`src/rtl/dmem_arbiter.sv`:
```
// dmem_arbiter: two-port (CPU "c" / loader "l") arbiter and fixed 3-cycle access sequencer for the
// big-endian data memory. Define DMEM_ARB_RR_EN for round-robin; otherwise C has fixed priority over L.
module dmem_arbiter #(
  parameter int MEM_BYTES = 184
) (
  input  logic        CLK,
  input  logic        RST,
  input  logic        c_req,
  input  logic        c_we,
  input  logic [31:0] c_addr,
  input  logic [31:0] c_wdata,
  output logic        c_ack,
  output logic        c_err,
  output logic [31:0] c_rdata,
  input  logic        l_req,
  input  logic        l_we,
  input  logic [31:0] l_addr,
  input  logic [31:0] l_wdata,
  output logic        l_ack,
  output logic        l_err,
  output logic [31:0] l_rdata,
  output logic [31:0] mem_addr,
  output logic [31:0] mem_wdata,
  output logic        mem_dr,
  output logic        mem_dw,
  output logic [5:0]  mem_state,
  input  logic [31:0] mem_rdata
);

  typedef enum logic [1:0] {IDLE, ACCESS, RESP} state_t;

  localparam logic [31:0] LAST_WORD = 32'(MEM_BYTES - 4);
  localparam logic [5:0]  STROBE    = 6'b001000;

  state_t      state, state_nxt;
  logic        any_req, grant_l;
  logic        cur_we, cur_bad;
  logic [31:0] cur_addr, cur_wdata;
  logic        sel_l, sel_we, sel_bad;

  assign any_req = c_req | l_req;

`ifdef DMEM_ARB_RR_EN
  // favor_l is set after a C grant so the next tie goes to L, and cleared after an L grant.
  logic favor_l;
  always_ff @(posedge CLK or posedge RST) begin
    if (RST)                         favor_l <= 1'b0;
    else if (state == IDLE && any_req) favor_l <= ~grant_l;
  end
  assign grant_l = l_req & (~c_req | favor_l);
`else
  assign grant_l = l_req & ~c_req;
`endif

  assign cur_we    = grant_l ? l_we    : c_we;
  assign cur_addr  = grant_l ? l_addr  : c_addr;
  assign cur_wdata = grant_l ? l_wdata : c_wdata;
  // Unsigned 32-bit compare against the last word start, so addresses near 2^32 cannot wrap in.
  assign cur_bad   = (cur_addr[1:0] != 2'b00) || (cur_addr > LAST_WORD);

  // NOTE: clocked state uses non-blocking (<=) so every register samples pre-edge values.
  always_ff @(posedge CLK or posedge RST) begin
    if (RST) state <= IDLE;
    else     state <= state_nxt;
  end

  always_comb begin
    // NOTE: default first, so no branch leaves state_nxt unassigned and no latch is inferred.
    state_nxt = state;
    case (state)
      IDLE:    if (any_req) state_nxt = ACCESS;
      ACCESS:  state_nxt = RESP;
      RESP:    state_nxt = IDLE;
      default: state_nxt = IDLE;
    endcase
  end

  // Memory controls are only non-zero during ACCESS; acks only during RESP.
  always_ff @(posedge CLK or posedge RST) begin
    if (RST) begin
      c_ack     <= 1'b0;
      l_ack     <= 1'b0;
      c_err     <= 1'b0;
      l_err     <= 1'b0;
      mem_addr  <= '0;
      mem_wdata <= '0;
      mem_dr    <= 1'b0;
      mem_dw    <= 1'b0;
      mem_state <= '0;
      sel_l     <= 1'b0;
      sel_we    <= 1'b0;
      sel_bad   <= 1'b0;
    end else begin
      c_ack     <= 1'b0;
      l_ack     <= 1'b0;
      c_err     <= 1'b0;
      l_err     <= 1'b0;
      mem_addr  <= '0;
      mem_wdata <= '0;
      mem_dr    <= 1'b0;
      mem_dw    <= 1'b0;
      mem_state <= '0;
      case (state)
        IDLE: begin
          if (any_req) begin
            sel_l     <= grant_l;
            sel_we    <= cur_we;
            sel_bad   <= cur_bad;
            mem_addr  <= cur_addr;
            mem_wdata <= cur_wdata;
            mem_dr    <= ~cur_we & ~cur_bad;
            mem_dw    <= cur_we & ~cur_bad;
            mem_state <= cur_bad ? 6'b000000 : STROBE;
          end
        end
        ACCESS: begin
          c_ack <= ~sel_l;
          l_ack <= sel_l;
          c_err <= ~sel_l & sel_bad;
          l_err <= sel_l & sel_bad;
        end
        default: ;
      endcase
    end
  end

  // Read data passes through only for a good read; this hides the memory's undriven bus after writes.
  assign c_rdata = (c_ack && !sel_we && !sel_bad) ? mem_rdata : '0;
  assign l_rdata = (l_ack && !sel_we && !sel_bad) ? mem_rdata : '0;

endmodule

```
`config.mk`:
```
export PLATFORM = sky130hd
export DESIGN_NAME = dmem_arbiter
export DESIGN_NICKNAME = d
export VERILOG_FILES = /design/src/rtl/dmem_arbiter.sv
export SDC_FILE = /design/constraint.sdc
export NUM_CORES = 1
export LEC_CHECK = 0
export ABC_CLOCK_PERIOD_IN_PS = 2700
export BUFFER_PORTS_ARGS = -buffer_cell sky130_fd_sc_hd__buf_2
export CAP_MARGIN = 10
export CORE_AREA = 2 2 118 120
export CTS_CLUSTER_DIAMETER = 50
export CTS_CLUSTER_SIZE = 12
export DETAILED_ROUTE_END_ITERATION = 7
export DIE_AREA = 0 0 120 122
export GPL_ROUTABILITY_DRIVEN = 0
export HOLD_SLACK_MARGIN = 0.06
export MAX_ROUTING_LAYER = met4
export PLACE_DENSITY = 0.55
export SLEW_MARGIN = 10
export SYNTH_ARGS = -nofsm -noshare
export SYNTH_HDL_FRONTEND = slang
export SYNTH_SLANG_ARGS = --single-unit
```
`constraint.sdc`:
```
create_clock -name CLK -period 2.7 [get_ports CLK]
set_input_delay 0 -clock CLK [delete_from_list [all_inputs] [get_ports CLK]]
set_output_delay 0 -clock CLK [all_outputs]
set_load 0.005 [all_outputs]
```
======== After elaboration in Yosys (flattened, before gate mapping) ========
Index checks and enable logic that the tools add are counted.
operators by class
  eq/ne operators ......................... 2
  reduce and logical (&&, ||, !) cells .... 10
  $add $sub $neg .......................... 0
  bitwise gates (word level) .............. 10
  $lt $le $gt $ge ......................... 1
  multiplexer cells ....................... 22
  shifts and indexed selects .............. 0
  $mul .................................... 0
  div/mod/pow operators ................... 0
operators by type and width
  cell                 count
  $mux 32              8
  $gt 32x8->1 const B  1
  $mux 4               3
  $mux 1               9
  $and 1x1->1          5
  $logic_and 1x1->1    4
  $not 1->1            4
  $pmux 2 s2           1
  $eq 2x1->1 const B   1
  $logic_not 1->1      2
  $logic_not 2->1      1
  $mux 2               1
  $ne 2x2->1 const B   1
  $reduce_and 2->1     1
  $reduce_bool 2->1    1
  $logic_or 1x1->1     1
  $or 1x1->1           1
word-level totals
  input bits .............................. 166
  word-level logic and storage cells ...... 58
  memories kept ........................... 0
  bits in writable memories ............... 0
  register bits ........................... 81
  bits in latches ......................... 0
  ROM bits ................................ 0

======== Logic depth before layout (Yosys ltp) ========
Gate-level depths: netlist (run 1).
  depth after elaboration ................. 9
  gate-level depth with buffers ........... 6
  gate-level depth less buffers ........... 5

======== Worst setup path after synthesis (run 1) ========
Ideal clock, no wire load.
  path kind ............................... register to register
  from .................................... register state[0]
  to ...................................... register mem_wdata[10]
  required time ........................... 2.634 ns
  setup slack ............................. 1.432 ns
  stages on the path, launching flop included .. 6
  path buffers ............................ 2
  library setup time ...................... 0.066 ns
  arrival time ............................ 1.202 ns
  cells stage by stage .................... dfrtp_1 > nor2_1 > and2_1 > clkbuf_1 > clkbuf_1 > a22o_1
between the ends
  longest elaborated chain between the ends .. 2
ends and longest elaborated chain
  item                      line  RTL
  start: declaration        35    state_t state, state_nxt;
  start signal: assignment  64    else state <= state_nxt;
  $logic_not 2->1           103   case (state)
  $mux 32                   103
  end signal: assignment    110   mem_wdata <= cur_wdata;
  end: declaration          23    output logic [31:0] mem_wdata,
No other way between the ends.
A chain may end at the register's enable or synchronous reset.

======== Worst setup path after layout (run 1) ========
  from .................................... register state[1]
  to ...................................... register mem_addr[20]
between the ends
  longest elaborated chain between the ends .. 2
ends and longest elaborated chain
  item                    line  RTL
  $logic_not 2->1         103
  $mux 32                 103
  end signal: assignment  109   mem_addr <= cur_addr;
  end: declaration        22    output logic [31:0] mem_addr,
No other way between the ends.

==> results, run 1 <==
- The run finished with clean final reports.
- The length of routed wiring on met1 is 5300 µm.
- The startpoint of the worst register-to-register path is state[1].
- The clock period could shrink to 1930 ps.
- The die boundary width is 120 µm.
- The fraction of registers with async set/reset is 100%.
- The number of clock buffers added by TritonCTS is 9.
- Across the routed clock network, the largest skew measured is 6.09 ps.
- The share of the clock period used by the worst path after layout is 71.3%.
- Once the floorplan was initialized, standard cells occupied 25.9% of the core.
- Data on the critical path arrives at its endpoint at 2130 ps.
- Sequential elements use 54.3% of the synthesized area.
- The worst-path cell with the longest stage delay is sky130_fd_sc_hd__dlygate4sd3_1.
- The number of iterations in the first detailed-routing pass is 4.
- Measured along the y axis, the die boundary spans 122 µm.
- After clock tree synthesis, the clock-pin slew on the worst setup and hold paths is 60 ps.
- The number of pins exceeding their max-slew limit in the final report is 0.
- Power spread over the standard cell area amounts to 601 nW/µm².
- The number of flops mapped to enable cells by yosys is 0.
- The number of endpoints with negative hold slack in the final report came to 0.
- At the pin with the least slew margin, the transition time is 691 ps.
- Of the post-synthesis cell area, the dominant cell type holds 54.3%.
- After technology mapping, the gate count stands at 355.
- CTS saw 76 sinks.
- The max-capacitance violation count is 0.
- Post-CTS timing repair inserted 0 buffers for setup.
- Setup repair after global routing left no endpoint under its margin.
- The via count is 4373.
- The total of fill cells in the finished design is 1265.
- The clock passes through at most 2 buffers.
- For this run, design rule violations remaining after detail routing come to 0.
- In this run the worst path has a maximum fanout of 21.
- The setup-violating endpoint count in the final report is 0.
- The initial antenna violation count is 2.
- Setup total negative slack on the finished layout was measured at 0 ps.
- The number of rows in the core area is 43.
- Ranked by total cell area, the synthesized netlist is headed by sky130_fd_sc_hd__dfrtp_1, sky130_fd_sc_hd__and2_1, sky130_fd_sc_hd__a22o_1, sky130_fd_sc_hd__nand2_1, sky130_fd_sc_hd__a21oi_1.
- TritonCTS built the clock tree.
- In the final layout, the registers with the most flip-flops are mem_addr (32), mem_wdata (32), state (2).
- The signal on the critical path passes through nor2_1 > o21ai_2 > buf_4 > a21oi_1 > dlygate4sd3_1.
- The maximum single-stage delay on the critical path is 570 ps.
- The maximum operating frequency is 519 MHz.
- The highest metal layer used by the detailed router is met4.
- After detailed routing, the met3 layer carries 981 µm of wire.
- In this run, synthesis produced a sequential element count of 76.
- The worst setup path category is reg -> reg.
- The library cell with the highest instance count after synthesis is sky130_fd_sc_hd__dfrtp_1.
- The static leakage is 0.00387 µW.
- The startpoint type of the worst setup path is a flop.
- The total length of routed met2 wires is 7420 µm.
- The dominant register cell in the synthesized netlist is sky130_fd_sc_hd__dfrtp_1.
- A synthesized cell averages 9.87 µm².
- The worst endpoint required time is 2900 ps.
- The remaining global-route overflow is 0.
- The nature of the critical path endpoint is a flop.
- The category of cells accounting for the largest share of critical-path delay is buffers and inverters.
- The launch point of the worst path is state[1].
- For this block, the routed nets add up to 14200 µm of wire.
- The final HPWL from detailed placement is 9910 µm.
- The post-synthesis cell type with the largest combined area is sky130_fd_sc_hd__dfrtp_1.
- The worst slew margin relative to its limit is 53.9%.
- The level count of the clock H-tree is 3.
- The final-stage net count is 948.
- Using the TritonRoute via totals, the vias-per-cell ratio works out to 4.51.
- Clock latency on the worst-skew pair, taken at its later pin, is 330 ps.
- The netlist area before placement is 3500 µm².
- The residual antenna-violating net count after detailed routing is 0.
- The area of the core region is 13500 µm².
- Global routing used 19.1% of the available tracks across all layers.
- In the synthesized netlist, the cells that appear most often are sky130_fd_sc_hd__dfrtp_1, sky130_fd_sc_hd__and2_1, sky130_fd_sc_hd__nand2_1.
- The count of warnings emitted by yosys is 0.
- The worst hold path belongs to the class in -> reg.
- The count of input and output buffers is 300.
- The via count of the first global-routing pass is 4522.
- The number of top-level pins is 306.
- Across the VDD grid, the largest voltage drop is 0.271 mV.
- After clock tree synthesis, the repair step resized 0 gates.
- The master cell of the clock root buffer is sky130_fd_sc_hd__clkbuf_16.
- The completed layout was analyzed and its total power is 4090 µW.
- The proportion of layout cells with a drive suffix above 1 is 42.1%.
- Synthesis instantiated 33 different standard cells from the library.
- The wire length of the first global-routing pass is 21100 µm.
- After the first detailed-routing iteration, the DRC count stood at 124.
- The die covers 14600 µm².
- In this run the most critical hold path is launched from l_req.
- The buffers plus inverters on the worst setup path is 2.
- The area growth from synthesis to layout is 94.0%.
- The pin count of the biggest net entering global routing is 34.
- The detailed-route wire length per cell is 14.7 µm.
## area by class of cell
class | instances | area [µm²] | area share [%]
Sequential cell | 76 | 1900 | 28.0
Inverter | 3 | 12.5 | 0.184
Clock inverter | 5 | 37.5 | 0.552
Tap cell | 180 | 225 | 3.31
Clock buffer | 11 | 233 | 3.43
Antenna cell | 2 | 5.00 | 0.0737
Timing Repair Buffer | 441 | 2890 | 42.5
Multi-Input combinational cell | 251 | 1490 | 21.9
## repair_timing
item,4_1_cts,5_1_grt
setup endpoints to repair,0,0
hold endpoints to repair,96,0
hold buffers,132,0
## metal layers
metal,vias up,track usage (%)
met4,0,9.41
met3,39,4.40
met2,222,34.6
met5,-,-
met1,2055,19.3
li1,2057,-
## worst reg2reg max path, cell delays in order (launching register included)
cell and delay [ps]:
sky130_fd_sc_hd__dfrtp_1 420, sky130_fd_sc_hd__nor2_1 90, sky130_fd_sc_hd__o21ai_2 280, sky130_fd_sc_hd__buf_4 380, sky130_fd_sc_hd__a21oi_1 70, sky130_fd_sc_hd__dlygate4sd3_1 570
## final timing paths
kind                           endpoint  slack [ps]  depth (start not counted)
setup / recovery           mem_addr[20]         770                          5
hold / removal                 state[0]         180                          3
setup reg to reg           mem_addr[20]         770                          5
hold reg to reg                   c_ack         500                          1
max in group asynchronous  mem_wdata[0]        1690                          4
min in group asynchronous  mem_wdata[6]         270                          3
## stage by stage
step | setup slack (ps) | hold slack, ps | utilization (%) | instances | area (µm²)
after floorplan | 762 | 110 | - | 359 | 3520
after global placement | 1100 | 66.9 | 38.5 | 819 | 5200
after detailed placement | 1020 | 72.6 | 38.5 | 819 | 5200
after CTS | 777 | 166 | 50.3 | 967 | 6790
after global routing | 629 | 247 | 50.3 | 969 | 6790
final | 774 | 175 | 50.3 | 969 | 6790
## where the power goes
part,internal [µW],switching (µW)
combinational,831,626
sequential,1420,101
clock,626,479
## layout by cell type (no fill, tap or decap), drive strengths merged, types with 2 or more instances in the layout
master / count
clkinv: 3
and2: 66
a22o: 32
nand3: 2
a21oi: 31
conb: 5
mux2i: 4
nand4: 2
inv: 3
buf: 309
nand4b: 2
nand2b: 2
nor3: 3
nor4: 10
nand2: 64
nor2: 7
o21ai: 3
and3: 3
clkinvlp: 2
nor2b: 4
or3: 2
dlygate4sd3: 132
dfrtp: 76
nor3b: 2
clkbuf: 11
diode: 2
## kinds of logic (layout without fill, tap and decap cells)
kind of cell,after synthesis,after routing,share of synthesized area [%]
buf+inv,32,460,4.25
compound gates,71,71,14.3
other cells,1,7,0.107
simple gates,171,171,25.9
flops,76,76,54.3
mux,4,4,1.14
Note: power is estimated with default switching activity, not from simulation.
==> inputs of run 2 (changes only) <==
--- a/config.mk
+++ b/config.mk
@@ -5,7 +5,7 @@
 export SDC_FILE = /design/constraint.sdc
 export NUM_CORES = 1
 export LEC_CHECK = 0
-export ABC_CLOCK_PERIOD_IN_PS = 2700
+export ABC_CLOCK_PERIOD_IN_PS = 1900
 export BUFFER_PORTS_ARGS = -buffer_cell sky130_fd_sc_hd__buf_2
 export CAP_MARGIN = 10
 export CORE_AREA = 2 2 118 120
==> constraint.sdc (replaced) <==
create_clock -name CLK -period 1.9 [get_ports CLK]
set_input_delay 0 -clock CLK [delete_from_list [all_inputs] [get_ports CLK]]
set_output_delay 0 -clock CLK [all_outputs]
set_load 0.005 [all_outputs]
==> run 2 against run 1 <==
Worst hold slack got worse by 110 ps. Utilization is 0.73 points higher. Total power up 45%. Clock skew decreased by 1.2 ps. Sequential power rose by 43%. Critical path depth is 1 higher. Clock-buffer cell count down 2. Combinational power grew 32%. Sequential share of layout area shrank 0.40 points. Global-route usage grew 1.2 points. Cell count rose by 0.31%. Setup slack lost 660 ps.
==> results, run 2 (same netlist as run 1, synthesis figures left out) <==
- Of all nets on the critical path, the largest fanout is 2.
- The combinational power share is 32.3%.
- The area of the core region is 13500 µm².
- The endpoint of the lowest-slack register-to-register path is mem_addr[3].
- The library cell used most frequently in the layout, excluding fill and tap cells, is sky130_fd_sc_hd__buf_2.
- The wire length of the first global-routing pass is 22200 µm.
- The clock network is responsible for 31.1% of the overall power.
- The flow ran to the end, and the final reports show no timing, DRC or antenna violations.
- The count of input and output buffers is 300.
- TritonCTS built the clock tree.
- Power spread over the standard cell area amounts to 861 nW/µm².
- Clock tree synthesis inserted a total of 9 buffers.
- The number of top-level pins is 306.
- The die boundary width is 120 µm.
- For this block, the initial DRC count from the detailed router was 147.
- The nature of the critical path endpoint is a flop.
- Row generation in the floorplan step produced 43 rows.
- Prior to clock tree synthesis, the placed netlist has a worst setup slack of 230 ps.
- The worst hold path belongs to the class in -> reg.
- The final-stage net count is 950.
- Entering global routing, the biggest net connects 45 pins.
- The setup-violating endpoint count in the final report is 0.
- The number of iterations in the first detailed-routing pass is 4.
- The total routing usage reported by global routing is 20.3%.
- The full die area is 14600 µm².
- The tool flagged a number of max-cap violations equal to 0.
- For the worst setup path, the data arrival time is 2000 ps.
- The clock slew at the register clock pins of the worst setup and hold paths is 60 ps.
- The initial antenna violation count is 4.
- The tree built by TritonCTS fans out to 76 sinks.
- Clock skew on the completed layout was measured at 4.88 ps.
- Of the cells placed in the final design, the portion with a size suffix greater than 1 is 42.2%.
- The number of pins exceeding their max-slew limit in the final report was 0.
- The post-CTS repair timing setup buffer count is 0.
- Compared with the post-synthesis result, the final layout area differs by 96.8%.
- Once the floorplan was initialized, standard cells occupied 25.9% of the core.
- The maximum operating frequency is 559 MHz.
- The critical path is of the in -> reg type.
- The via count of the first global-routing pass is 4446.
- The average vias per placed instance is 4.49.
- In this run the worst setup path terminates at mem_addr[15].
- Of the available clock period, the critical path in the final layout requires 94.2%.
- In the layout the commonest cells are sky130_fd_sc_hd__buf_2, sky130_fd_sc_hd__dlygate4sd3_1, sky130_fd_sc_hd__dfrtp_1.
- The clock network latency to the later pin of the worst-skew pair is 330 ps.
- The startpoint type of the worst setup path is a primary input.
- In the post-route analysis, the smallest setup slack over all paths is 110 ps.
- The sequential cell fraction of total power is 36.6%.
- The number of endpoints with negative hold slack in the final report was 0.
- The number of remaining DRC errors is 0.
- The largest registers in the layout are mem_addr (32), mem_wdata (32), state (2).
- The startpoint identified for the worst register-to-register timing path is state[0].
- The smallest clock period supported by the final layout is computed as 1790 ps.
- The tree is rooted in a sky130_fd_sc_hd__clkbuf_16.
- The worst endpoint required time is 2110 ps.
- The slack of the worst reg-to-reg path is 120 ps.
- The share of the core filled with cells is 51.0%.
- The count of nets left with antenna violations once routing finished came out at 0.
- The via count is 4367.
- The worst slew margin relative to its limit is 50.9%.
- Measured in cells, the most critical reg-to-reg path has a length of 5.
- Hold timing on the final database bottoms out at a slack of 61.9 ps.
- The internal power consumption is 4210 µW.
- Across the VDD grid, the largest voltage drop is 0.451 mV.
- The transition time at the pin with the least slew margin is 736 ps.
- The wire-length estimate of the detail-placed layout is 10200 µm.
- Summed over all nets, the switching power comes to 1720 µW.
- In this run switching power makes up 29.0% of total power.
- The launch point of the worst path is l_addr[15].
- In the final routed layout, each cell accounts on average for 15.3 µm.
- The die boundary height is 122 µm.
- The deepest clock path buffer count is 2.
- The final wirelength is 14900 µm.
- The static leakage is 0.00386 µW.
- The H-tree was split into 3 levels.
- Global routing finished with a remaining overflow of 0.
run 2: per-layer routing:
metal	routed length, µm	up-vias	global-route usage (%)
li1	-	2057	-
met1	5170	2016	19.5
met2	7920	252	36.6
met3	1280	42	6.69
met4	486	0	9.93
met5	0	-	-
run 2: power groups by stage:
stage	clock [µW]	combinational, µW	sequential, µW
4_1_cts	1900	1890	2170
3_5_place_dp	0	1470	2200
6_report	1840	1920	2170
2_1_floorplan	0	611	2230
3_3_place_gp	0	1450	2190
5_1_grt	1980	2090	2210
run 2: final cells by class:
type / instances / area (µm²)
Antenna cell: 3 / 7.51
Timing Repair Buffer: 443 / 2930
Inverter: 3 / 15.0
Multi-Input combinational cell: 251 / 1490
Tap cell: 180 / 225
Fill cell: 1232 / 6610
Clock buffer: 9 / 225
Clock inverter: 7 / 97.6
Sequential cell: 76 / 1900
run 2: through the flow:
step	setup TNS [ps]	instances	total power (µW)	cell area, µm²
after global placement	0	819	3640	5210
after CTS	0	969	5960	6880
after global routing	-0.278	972	6290	6890
after floorplan	0	359	2840	3520
after detailed placement	0	819	3670	5210
final	0	972	5930	6890
run 2: worst min path at each step:
stage | cells past startpoint | start | endpoint | slack (ps)
after floorplan | 1 | mem_rdata[0] | c_rdata[0] | 110
after CTS | 3 | c_we | mem_dr | 60
after global placement | 2 | RST | mem_wdata[7] | 150
after detailed placement | 2 | RST | mem_wdata[6] | 160
final | 3 | c_we | sel_we | 60
after global routing | 3 | c_we | sel_we | 70
run 2: timing repair:
item	CTS	global route
gates resized for setup	0	2
hold buffers	134	0
hold endpoints to repair	101	0
setup endpoints to repair	0	25
run 2: critical path, stage by stage:
cell	delay, ps
sky130_fd_sc_hd__dlygate4sd3_1	540
sky130_fd_sc_hd__buf_2	120
sky130_fd_sc_hd__mux2i_1	120
sky130_fd_sc_hd__dlygate4sd3_1	610
sky130_fd_sc_hd__nor2_1	50
sky130_fd_sc_hd__dlygate4sd3_1	570
